### config.mk
export PLATFORM = sky130hd
export DESIGN_NAME = mem_stage
export DESIGN_NICKNAME = d
export VERILOG_FILES = /design/src/rtl/mem_stage.sv
export SDC_FILE = /design/constraint.sdc
export NUM_CORES = 1
export LEC_CHECK = 0
export ABC_AREA = 1
export CAP_MARGIN = 20
export CELL_PAD_IN_SITES_DETAIL_PLACEMENT = 1
export CELL_PAD_IN_SITES_GLOBAL_PLACEMENT = 2
export CORE_UTILIZATION = 23
export CTS_CLUSTER_DIAMETER = 200
export DETAILED_ROUTE_END_ITERATION = 10
export HOLD_SLACK_MARGIN = 0.1
export PLACE_DENSITY_LB_ADDON = 0.1
export SLEW_MARGIN = 20
export SYNTH_ARGS = -nofsm -noshare
export SYNTH_HDL_FRONTEND = slang
export SYNTH_SLANG_ARGS = --single-unit
### constraint.sdc
create_clock -name clk -period 3.99 [get_ports clk]
set_input_delay 1.197 -clock clk [delete_from_list [all_inputs] [get_ports clk]]
set_output_delay 1.197 -clock clk [all_outputs]
set_load 0.1 [all_outputs]
### src/rtl/mem_stage.sv
// MEM stage of the 5-stage RISC-V pipeline: data-memory req/ack access,
// branch resolution and the MEM/WB pipeline register.
module mem_stage #(
    parameter int unsigned ACK_TIMEOUT = 16,
    parameter int unsigned ADDR_W      = 32
) (
    input  logic              clk,
    input  logic              rst_n,
    input  logic              in_valid,
    input  logic [1:0]        wb_ctlout,
    input  logic              branch,
    input  logic              memread,
    input  logic              memwrite,
    input  logic [31:0]       EX_MEM_NPC,
    input  logic              zero,
    input  logic [31:0]       alu_result,
    input  logic [31:0]       rdata2out,
    input  logic [4:0]        five_bit_muxout,
    output logic              dmem_req,
    output logic              dmem_we,
    output logic [ADDR_W-1:0] dmem_addr,
    output logic [31:0]       dmem_wdata,
    input  logic              dmem_ack,
    input  logic [31:0]       dmem_rdata,
    output logic              pcsrc,
    output logic [31:0]       branch_target,
    output logic              stall,
    output logic              mem_err,
    output logic              mem_wb_valid,
    output logic [1:0]        mem_wb_ctl,
    output logic [31:0]       mem_wb_rdata,
    output logic [31:0]       mem_wb_alu,
    output logic [4:0]        mem_wb_rd
);

    localparam int unsigned CNT_W = (ACK_TIMEOUT > 1) ? $clog2(ACK_TIMEOUT) : 1;
    localparam logic [CNT_W-1:0] CNT_LAST = CNT_W'(ACK_TIMEOUT - 1);

    typedef enum logic {S_IDLE, S_WAIT} state_t;

    state_t             state_q, state_d;
    logic [CNT_W-1:0]   cnt_q, cnt_d;
    logic               req_q, req_d;
    logic               we_q, we_d;
    logic [ADDR_W-1:0]  addr_q, addr_d;
    logic [31:0]        wdata_q, wdata_d;
    logic               err_q, err_d;
    logic               wb_valid_q, wb_valid_d;
    logic [1:0]         wb_ctl_q, wb_ctl_d;
    logic [31:0]        wb_rdata_q, wb_rdata_d;
    logic [31:0]        wb_alu_q, wb_alu_d;
    logic [4:0]         wb_rd_q, wb_rd_d;
    logic               stall_c;

    logic mem_op, illegal_op, legal_op, expire;

    assign mem_op     = memread | memwrite;
    assign illegal_op = in_valid & mem_op & ((memread & memwrite) | (alu_result[1:0] != 2'b00));
    assign legal_op   = in_valid & mem_op & ~illegal_op;
    assign expire     = (cnt_q == CNT_LAST);

    // Next-state, request and MEM/WB load decisions
    always_comb begin
        state_d    = state_q;
        cnt_d      = cnt_q;
        req_d      = req_q;
        we_d       = we_q;
        addr_d     = addr_q;
        wdata_d    = wdata_q;
        err_d      = err_q;
        wb_valid_d = wb_valid_q;
        wb_ctl_d   = wb_ctl_q;
        wb_rdata_d = wb_rdata_q;
        wb_alu_d   = wb_alu_q;
        wb_rd_d    = wb_rd_q;
        stall_c    = 1'b0;

        case (state_q)
            S_IDLE: begin
                if (illegal_op) begin
                    err_d      = 1'b1;
                    wb_valid_d = 1'b1;
                    wb_ctl_d   = 2'b00;
                    wb_rdata_d = 32'h0;
                    wb_alu_d   = alu_result;
                    wb_rd_d    = five_bit_muxout;
                end else if (legal_op) begin
                    stall_c    = 1'b1;
                    state_d    = S_WAIT;
                    req_d      = 1'b1;
                    we_d       = memwrite;
                    addr_d     = ADDR_W'(alu_result);
                    wdata_d    = rdata2out;
                    cnt_d      = '0;
                    wb_valid_d = 1'b0;
                end else begin
                    wb_valid_d = in_valid;
                    wb_ctl_d   = in_valid ? wb_ctlout : 2'b00;
                    wb_rdata_d = 32'h0;
                    wb_alu_d   = alu_result;
                    wb_rd_d    = five_bit_muxout;
                end
            end
            S_WAIT: begin
                // An ack in the expiry cycle takes priority over the abort
                if (dmem_ack) begin
                    state_d    = S_IDLE;
                    req_d      = 1'b0;
                    wb_valid_d = 1'b1;
                    wb_ctl_d   = wb_ctlout;
                    wb_rdata_d = we_q ? 32'h0 : dmem_rdata;
                    wb_alu_d   = alu_result;
                    wb_rd_d    = five_bit_muxout;
                end else if (expire) begin
                    state_d    = S_IDLE;
                    req_d      = 1'b0;
                    err_d      = 1'b1;
                    wb_valid_d = 1'b1;
                    wb_ctl_d   = 2'b00;
                    wb_rdata_d = 32'h0;
                    wb_alu_d   = alu_result;
                    wb_rd_d    = five_bit_muxout;
                end else begin
                    stall_c = 1'b1;
                    cnt_d   = cnt_q + CNT_W'(1);
                end
            end
            default: state_d = S_IDLE;
        endcase
    end

    always_ff @(posedge clk or negedge rst_n) begin
        if (!rst_n) begin
            state_q    <= S_IDLE;
            cnt_q      <= '0;
            req_q      <= 1'b0;
            we_q       <= 1'b0;
            addr_q     <= '0;
            wdata_q    <= 32'h0;
            err_q      <= 1'b0;
            wb_valid_q <= 1'b0;
            wb_ctl_q   <= 2'b00;
            wb_rdata_q <= 32'h0;
            wb_alu_q   <= 32'h0;
            wb_rd_q    <= 5'h0;
        end else begin
            state_q    <= state_d;
            cnt_q      <= cnt_d;
            req_q      <= req_d;
            we_q       <= we_d;
            addr_q     <= addr_d;
            wdata_q    <= wdata_d;
            err_q      <= err_d;
            wb_valid_q <= wb_valid_d;
            wb_ctl_q   <= wb_ctl_d;
            wb_rdata_q <= wb_rdata_d;
            wb_alu_q   <= wb_alu_d;
            wb_rd_q    <= wb_rd_d;
        end
    end

    // Stall is masked during reset so upstream is released immediately
    assign stall         = stall_c & rst_n;
    assign pcsrc         = in_valid & branch & zero;
    assign branch_target = EX_MEM_NPC;
    assign dmem_req      = req_q;
    assign dmem_we       = we_q;
    assign dmem_addr     = addr_q;
    assign dmem_wdata    = wdata_q;
    assign mem_err       = err_q;
    assign mem_wb_valid  = wb_valid_q;
    assign mem_wb_ctl    = wb_ctl_q;
    assign mem_wb_rdata  = wb_rdata_q;
    assign mem_wb_alu    = wb_alu_q;
    assign mem_wb_rd     = wb_rd_q;

endmodule

# ---- Word level (Yosys, flattened, before mapping)
# Cells that the tools add are included.
dict set report classes {
  add_sub_neg 1
  eq_ne 9
  n_mux 45
  bitwise 11
  n_reduce_logical 6
}
# op n
set ops {}
lappend ops {{$mux 32} 9}
lappend ops {{$pmux 32 s2} 2}
lappend ops {{$mux 5} 4}
lappend ops {{$mux 4} 4}
lappend ops {{$mux 1} 14}
lappend ops {{$mux 2} 5}
lappend ops {{$ne 2x2->1 const B} 5}
lappend ops {{$pmux 5 s2} 1}
lappend ops {{$reduce_and 3->1} 3}
lappend ops {{$pmux 1 s2} 4}
lappend ops {{$pmux 4 s2} 1}
lappend ops {{$and 1x1->1} 7}
lappend ops {{$add 4x1->4 const B} 1}
lappend ops {{$eq 4x4->1 const B} 1}
lappend ops {{$pmux 2 s2} 1}
lappend ops {{$reduce_and 4->1} 1}
lappend ops {{$ne 3x2->1 const B} 1}
lappend ops {{$ne 3x3->1 const B} 1}
lappend ops {{$ne 2x1->1 const B} 1}
lappend ops {{$not 1->1} 2}
lappend ops {{$or 1x1->1} 2}
lappend ops {{$reduce_and 2->1} 1}
lappend ops {{$reduce_bool 2->1} 1}
dict set report word_totals {
  ff_bits 144
  input_bits 143
  output_inout_bits 173
  elab_cells 84
}

# ---- Depth between registers and ports, before layout
# Gate-level depths: netlist of the first run.
dict set report logic_depth {
  depth_word 9
  ltp_mapped 8
  mapped_depth_nobuf 7
}

# ---- Worst setup path before layout of the first run
# No wires, ideal clock.
dict set report synth_path {
  path_type {in2out}
  start {input memwrite}
  end {output stall}
  arrival_ns 3.114
  required_time_ns 2.793
  slack_ns -0.321
  cell_stages 7
  path_cell_list {nor2_1 > nor2_4 > inv_2 > nor2_4 > nor2_8 > buf_4 > nor2_1}
}
dict set report synth_between {
  elab_chain_len 9
}
# element line
set synth_lines {}
lappend synth_lines {{start: declaration} 13} ;# input logic memwrite,
lappend synth_lines {{$or 1x1->1 / $and 1x1->1 (equally long branches)} {57, 58}}
lappend synth_lines {{$and 1x1->1 / $or 1x1->1 (equally long branches)} {58, 59}}
lappend synth_lines {{$and 1x1->1} 58} ;# assign illegal_op = in_valid & mem_op & ((memread & memwrite) | (alu_result[1:0] != 2'b00));
lappend synth_lines {{$not 1->1 (no line)} -}
lappend synth_lines {{$and 1x1->1} 59} ;# assign legal_op = in_valid & mem_op & ~illegal_op;
lappend synth_lines {{$mux 1} 87} ;# end else if (legal_op) begin
lappend synth_lines {{$mux 1 *} 80} ;# if (illegal_op) begin
lappend synth_lines {{$pmux 1 s2 *} 78} ;# case (state_q)
lappend synth_lines {{$and 1x1->1 *} 163} ;# assign stall = stall_c & rst_n;
lappend synth_lines {{end: declaration} 27} ;# output logic stall,
# Every way passes the cells marked *; elsewhere a longest branch is shown, timed or not.

# ---- Worst setup path in the final report of the first run
# Same ends and word-level chain as after synthesis.

==> results of run 1 <==
-- cells by family after synthesis --
kind of cell,after synthesis
xor+xnor,1
flops,144
fa+ha+maj,1
simple gates,320
buf+inv,123
compound gates,68
-- critical path, cell delays in order --
cell,delay (ps)
clkdlybuf4s50_1,510
nor2_1,90
nor2_4,140
inv_2,60
nor2_4,180
nor2_8,50
nor2_2,130
buf_12,190
-- layout make-up --
type / instances / area [sq um]
fillers: 2892 / 16000
flip-flops and latches: 144 / 3600
repair buffers: 259 / 2520
multi-input cells: 390 / 1640
clock buffers: 20 / 447
well taps: 330 / 413
inverters: 64 / 240
clock inverters: 12 / 159
-- state kept, by name (all words and copies together) (netlist names), 2 cells and up --
signal and count:
mem_wb_rd 5, mem_wb_rdata 32, mem_wb_alu 32, dmem_wdata 32, cnt_q 4, dmem_addr 32, mem_wb_ctl 2
-- path summary, 6_finish.rpt --
check | endpoint | cells after the start
worst min register to register | mem_err$_DFFE_PN0P_ | 1
worst max-delay path | stall | 8
max in group asynchronous | mem_wb_alu[5]$_DFFE_PN0P_ | 2
worst max register to register | dmem_we$_DFFE_PN0P_ | 6
min in group asynchronous | dmem_addr[21]$_DFFE_PN0P_ | 1
worst min-delay path | mem_err$_DFFE_PN0P_ | 1
-- cells in the final DEF, fill, tap and decap left out, types with 2 or more instances in the layout --
cell             count
nand3_2              2
o21ai_0             52
inv_2                4
nand3_1              8
o21ai_1             14
nor2_4               2
buf_12               3
inv_6                2
bufinv_16            3
clkdlybuf4s50_1    214
nand2_1            295
buf_4               41
inv_1               60
clkinvlp_4           5
dfrtp_1            144
clkbuf_1             2
nor2_1               7
clkbuf_16           17
-- stage by stage --
step	worst slack, ps	total power, W	hold slack, ps	instances	util (%)
2_1_floorplan	150	0.00348	463	657	-
6_report	235	0.00559	471	1219	36.0
3_3_place_gp	244	0.00395	461	1187	33.6
5_1_grt	189	0.00582	493	1219	36.0
3_5_place_dp	235	0.00397	467	1187	33.6
4_1_cts	227	0.00568	482	1219	36.0
-- power by group through the flow --
stage / registers [W] / clock network (W) / logic [W]
detailed placement: 0.00178 / 0 / 0.00219
global route: 0.00178 / 0.00179 / 0.00225
global placement: 0.00178 / 0 / 0.00217
CTS: 0.00176 / 0.00173 / 0.00219
finish: 0.00176 / 0.00166 / 0.00217
floorplan: 0.00312 / 0 / 0.000360
-- per-layer routing --
layer	vias to the layer above	track usage [%]	share of wire (%)
met3	18	5.34	7.1
met5	-	0	0
met1	2370	19.1	45
met2	164	24.7	47
met4	0	4.50	1.2
li1	2400	-	-
==> results.sh, run 1 <==
export IMPL_status="complete, no violations"
export IMPL_final_area_sq_um=9020
export IMPL_dr_total_vias=4952
export IMPL_peakVddDrop_uv=219
export IMPL_place_area_sq_um=8410
export IMPL_reg2reg_setup_slack_ps=2050
export IMPL_class_of_the_tightest_hold_or_removal_check="flip-flop to flip-flop"
export IMPL_achievable_frequency_mhz=266
export IMPL_synthXorXnorAreaFrac_pct=0.150
export IMPL_share_of_async_settable_or_async_resettable_flops_after_synthesis_pct=100
export IMPL_synth_top_area_share_pct=61.6
export IMPL_cts_reportedPaths_clkPinSlew_ps=60
export IMPL_cts_htree_levels=4
export IMPL_floorplan_die_area_sq_um=26100
export IMPL_io_pins=316
export IMPL_die_width_um=162
export IMPL_cap_violations=0
export IMPL_synth_cell_types=22
export IMPL_share_seq_of_total_power_pct=31.4
export IMPL_cp_end_kind="primary output"
export IMPL_maxSlewViolCount=0
export IMPL_postRouteWirelength_um=19300
export IMPL_clock_sink_count=144
export IMPL_cts_post_setup_buffers_inserted=0
export IMPL_final_setup_vio_count=0
export IMPL_first_pass_grt_wire_length_um=30600
export IMPL_synth_edf_count=0
export IMPL_clock_skew_final_ps=11.3
export IMPL_drive_above_1_share_pct=9.67
export IMPL_cts_buffer_depth=2
export IMPL_drt_iter0_markers=204
export IMPL_critical_path_peak_fanout=4
export IMPL_slew_limit_headroom_pct=31.7
export IMPL_detail_route_wl_per_cell_um=15.8
export IMPL_rsz0062_at_grt="false"
export IMPL_detailed_place_hpwl_um=13600
export IMPL_syn_cell_area_sq_um=5850
export IMPL_vias_per_std_cell=4.06
export IMPL_worst_slew_pin_slew_ps=1020
export IMPL_starting_density_of_the_core_pct=23.4
export IMPL_cts_tree="built"
export IMPL_timing_hold_violations_final=0
export IMPL_intPower_w=0.00313
export IMPL_static_leakage_power_nw=4.36
export IMPL_number_of_antenna_violations_at_the_first_check_in_global_routing=0
export IMPL_yosys_warnings=0
export IMPL_power_share_switching_pct=44.0
export IMPL_rows=58
export IMPL_worst_skew_pair_late_latency_ps=420
export IMPL_synth_fp_nets=801
export IMPL_globalRoute_totalOverflow=0
export IMPL_cts_buffers_inserted=17
export IMPL_crit_path_start_kind="input pin"
export IMPL_r2r_start="state_q$_DFF_PN0_"
export IMPL_power_per_cell_area_nw_per_um2=619
export IMPL_synth_fa_ha_area_share_pct=0.214
export IMPL_hold_bufs_inserted_after_cts=0
export IMPL_port_buffer_count=251
export IMPL_drc_errors=0
export IMPL_diodes=0
export IMPL_clock_power_share_pct=29.7
export IMPL_dieHeight_um=162
export IMPL_ctsRootBufferMaster="clkbuf_16"
export IMPL_share_of_the_synthesized_area_in_compound_gates_ao_oa_aoi_oai_pct=5.88
export IMPL_area_delta_synth_final_pct=54.1
export IMPL_finish_net_count=1020
export IMPL_synthMostInstantiatedCell="nand2_1"
export IMPL_final_period_minus_worst_setup_slack_ps=3750
export IMPL_largest_family_of_logic_cells_by_synthesized_area="simple AND/OR/NAND/NOR gates"
export IMPL_synth_simple_gate_area_share_pct=21.5
export IMPL_synth_area_mux_share_pct=0
export IMPL_worst_setup_startpoint="memwrite"
export IMPL_globalplace_congestion=0.775
export IMPL_period_utilization_post_route_pct=94.1
export IMPL_first_global_vias=5355
export IMPL_synth_largest_area_cell="dfrtp_1"
export IMPL_leading_post_synthesis_cells_by_instance_count="295 x nand2_1, 144 x dfrtp_1, 60 x inv_1"
export IMPL_ys_top_cells_by_area="dfrtp_1 62%, nand2_1 19%, buf_4 5.0%"
export IMPL_holdCritStartpoint="mem_err$_DFFE_PN0P_"
export IMPL_grt_util_all_layers_pct=15.3
export IMPL_p_switching_w=0.00246
export IMPL_total_neg_setup_slack_ps=0
export IMPL_largest_net_degree_at_the_start_of_global_routing=82
export IMPL_drtPass1Iterations=4
export IMPL_worstSetupPathType="input pin to primary output"
export IMPL_synth_seq_area_share_pct=61.6
export IMPL_coreArea_sq_um=25000
export IMPL_cts_resized_gates=0
export IMPL_postRouteAntennaNets=0
export IMPL_synth_seq_cells=144
export IMPL_worst_ep_required_time_ps=2790
export IMPL_synth_cells=657
export IMPL_cp_data_arrival_time_ps=2560
export IMPL_post_synth_cell_area_avg_sq_um=8.91
export IMPL_ys_flop_type="dfrtp_1"
export IMPL_power_share_combinational_pct=38.8
No activity file was read; power rests on OpenSTA's default activity.
==> inputs of run 2 (changes only) <==
Settings changed: ABC_AREA 1 to not set, CORE_UTILIZATION 23 to 25.
==> run 2 against run 1 <==
Effect of this change:
- sequential share of layout area is 0.44 points lower
- total power up 12%
- clock-buffer cell count decreased by 2
- first-iteration DRC count down 14%
- sequential power is 5% higher
- worst setup slack worse by 60 ps
- maximum frequency is 1.6% lower
- synthesized cell count is 31% lower
- clock power rose by 5%
- utilization is 3.8 points higher
- non-clock buffer count rose by 3
- critical endpoint unchanged
- largest power group unchanged
- highest routed layer unchanged
==> results.sh, run 2 <==
export IMPL_status="complete, no violations"
export IMPL_final_critical_path_setup_slack_ps=176
export IMPL_critical_path_peak_fanout=3
export IMPL_synth_seq_cells=144
export IMPL_syn_cell_area_sq_um=5900
export IMPL_share_of_async_settable_or_async_resettable_flops_after_synthesis_pct=100
export IMPL_postLayoutCoreUtil_pct=39.8
export IMPL_intPower_w=0.00349
export IMPL_cts_buffer_depth=2
export IMPL_worstSetupPathType="input pin to primary output"
export IMPL_detailed_place_hpwl_um=12300
export IMPL_synth_cell_types=30
export IMPL_area_delta_synth_final_pct=54.6
export IMPL_cts_post_setup_buffers_inserted=0
export IMPL_cp_end_kind="primary output"
export IMPL_rows=55
export IMPL_period_utilization_post_route_pct=95.6
export IMPL_clock_power_share_pct=28.0
export IMPL_drive_above_1_share_pct=18.3
export IMPL_synth_edf_count=0
export IMPL_first_pass_grt_wire_length_um=27800
export IMPL_ys_top_cells_by_area="dfrtp_1 61%, mux2_4 12%, nand2_1 7.8%"
export IMPL_share_seq_of_total_power_pct=29.6
export IMPL_postRouteAntennaNets=0
export IMPL_critical_path_reg2reg_endpoint="dmem_addr[2]$_DFFE_PN0P_"
export IMPL_vias_per_std_cell=4.23
export IMPL_p_switching_w=0.00276
export IMPL_postRouteWirelength_um=17800
export IMPL_maxSlewViolCount=0
export IMPL_power_per_cell_area_nw_per_um2=685
export IMPL_drtPass1Iterations=4
export IMPL_final_common_cell="clkdlybuf4s50_1"
export IMPL_ctsRootBufferMaster="clkbuf_16"
export IMPL_crit_path_start_kind="input pin"
export IMPL_floorplan_die_area_sq_um=24200
export IMPL_slew_limit_headroom_pct=31.1
export IMPL_cts_buffers_inserted=17
export IMPL_r2r_worst_path_cells=5
export IMPL_final_period_minus_worst_setup_slack_ps=3810
export IMPL_post_synth_cell_area_avg_sq_um=13.0
export IMPL_total_neg_setup_slack_ps=0
export IMPL_hold_bufs_inserted_after_cts=0
export IMPL_first_global_vias=4687
export IMPL_port_buffer_count=251
export IMPL_timing_hold_violations_final=0
export IMPL_dpl_worst_slack_ps=165
export IMPL_leading_post_synthesis_cells_by_instance_count="144 x dfrtp_1, 123 x nand2_1, 48 x mux2_4"
export IMPL_synth_cells=453
export IMPL_r2r_start="state_q$_DFF_PN0_"
export IMPL_number_of_antenna_violations_at_the_first_check_in_global_routing=0
export IMPL_final_cell_mix="220 x clkdlybuf4s50_1, 144 x dfrtp_1, 122 x nand2_1"
export IMPL_synth_top_area_share_pct=61.1
export IMPL_cts_reportedPaths_clkPinSlew_ps=70
export IMPL_class_of_the_tightest_hold_or_removal_check="flip-flop to flip-flop"
export IMPL_power_share_switching_pct=44.2
export IMPL_dieHeight_um=156
export IMPL_yosys_warnings=0
export IMPL_detail_route_wl_per_cell_um=17.7
export IMPL_grt_util_all_layers_pct=15.2
export IMPL_achievable_frequency_mhz=262
export IMPL_peakVddDrop_uv=282
export IMPL_final_setup_vio_count=0
export IMPL_synth_largest_area_cell="dfrtp_1"
export IMPL_worst_ep_required_time_ps=2790
export IMPL_coreArea_sq_um=22900
export IMPL_synth_seq_area_share_pct=61.1
export IMPL_finish_net_count=823
export IMPL_holdCritStartpoint="mem_wb_alu[6]$_DFFE_PN0P_"
export IMPL_cts_tree="built"
export IMPL_worst_slew_pin_slew_ps=1030
export IMPL_starting_density_of_the_core_pct=25.7
export IMPL_io_pins=316
export IMPL_power_share_combinational_pct=42.3
export IMPL_hold_path_cell_count=2
export IMPL_clock_sink_count=144
export IMPL_diodes=0
export IMPL_report_power_total_w=0.00625
export IMPL_reg2reg_setup_slack_ps=1730
export IMPL_worst_skew_pair_late_latency_ps=420
export IMPL_final_area_sq_um=9120
export IMPL_cts_htree_levels=4
export IMPL_ys_flop_type="dfrtp_1"
export IMPL_worst_hold_path_endpoint="mem_wb_alu[6]$_DFFE_PN0P_"
export IMPL_place_area_sq_um=8450
export IMPL_drc_errors=0
export IMPL_dr_total_vias=4243
export IMPL_static_leakage_power_nw=4.25
export IMPL_globalRoute_totalOverflow=0
export IMPL_rsz0062_at_grt="false"
export IMPL_cts_resized_gates=0
export IMPL_die_width_um=156
export IMPL_globalplace_congestion=0.730
export IMPL_synth_fp_nets=597
export IMPL_cap_violations=0
export IMPL_synthMostInstantiatedCell="dfrtp_1"
export IMPL_drt_iter0_markers=175
export IMPL_clock_skew_final_ps=13.9
export IMPL_largest_net_degree_at_the_start_of_global_routing=75
export IMPL_cp_data_arrival_time_ps=2620
[run 2: cells by family (layout without fill, tap and decap cells)]
| family | after synthesis | in the layout | share of synthesized area (%) |
|---|---|---|---|
| buffers and inverters | 57 | 294 | 6.87 |
| XOR/XNOR | 1 | 1 | 0.276 |
| multiplexers | 63 | 63 | 15.1 |
| AND/OR/NAND/NOR | 141 | 141 | 9.97 |
| AO/OA/AOI/OAI | 46 | 46 | 6.49 |
| flip-flops | 144 | 144 | 61.1 |
| adder cells (fa/ha/maj) | 1 | 1 | 0.212 |
[run 2: worst max-delay path by stage]
stage	from	to	slack [ps]	depth (start not counted)
6_report	alu_result[1]	stall	180	6
2_1_floorplan	alu_result[1]	stall	50	6
3_5_place_dp	alu_result[1]	stall	160	6
5_1_grt	alu_result[1]	stall	110	6
3_3_place_gp	alu_result[1]	stall	170	6
4_1_cts	alu_result[1]	stall	160	6
[run 2: area by class of cell]
class / instances / area [sq um]
fill: 2416 / 13800
sequential: 144 / 3600
timing repair buffer: 262 / 2580
multi-input combinational: 252 / 1900
clock buffer: 18 / 429
tap: 313 / 392
clock inverter: 12 / 210
inverter: 2 / 7.51
[run 2: critical path, cell delays in order]
cell and delay (ps):
clkdlybuf4s50_1 520, nor4b_4 380, a22oi_4 90, inv_2 80, and2_1 170, buf_12 190
[run 2: power by group through the flow]
| stage | combinational, W | clock [W] | sequential, W |
|---|---|---|---|
| after global placement | 0.00265 | 0 | 0.00186 |
| after CTS | 0.00267 | 0.00182 | 0.00185 |
| after global routing | 0.00273 | 0.00188 | 0.00188 |
| final | 0.00264 | 0.00175 | 0.00185 |
| after detailed placement | 0.00266 | 0 | 0.00187 |
| after floorplan | 0.000496 | 0 | 0.00346 |
[run 2: metrics by stage]
stage          instances  hold WS, ps
2_1_floorplan        453          471
3_3_place_gp         972          461
3_5_place_dp         972          468
4_1_cts             1002          485
5_1_grt             1003          504
6_report            1003          478
[run 2: metal layers]
| metal | share of wire (%) | vias to the layer above | global-route usage, % |
|---|---|---|---|
| li1 | - | 1937 | - |
| met1 | 41 | 2131 | 17.8 |
| met2 | 50 | 163 | 25.8 |
| met3 | 7.4 | 12 | 6.06 |
| met4 | 1.0 | 0 | 3.69 |
| met5 | 0 | - | 0 |
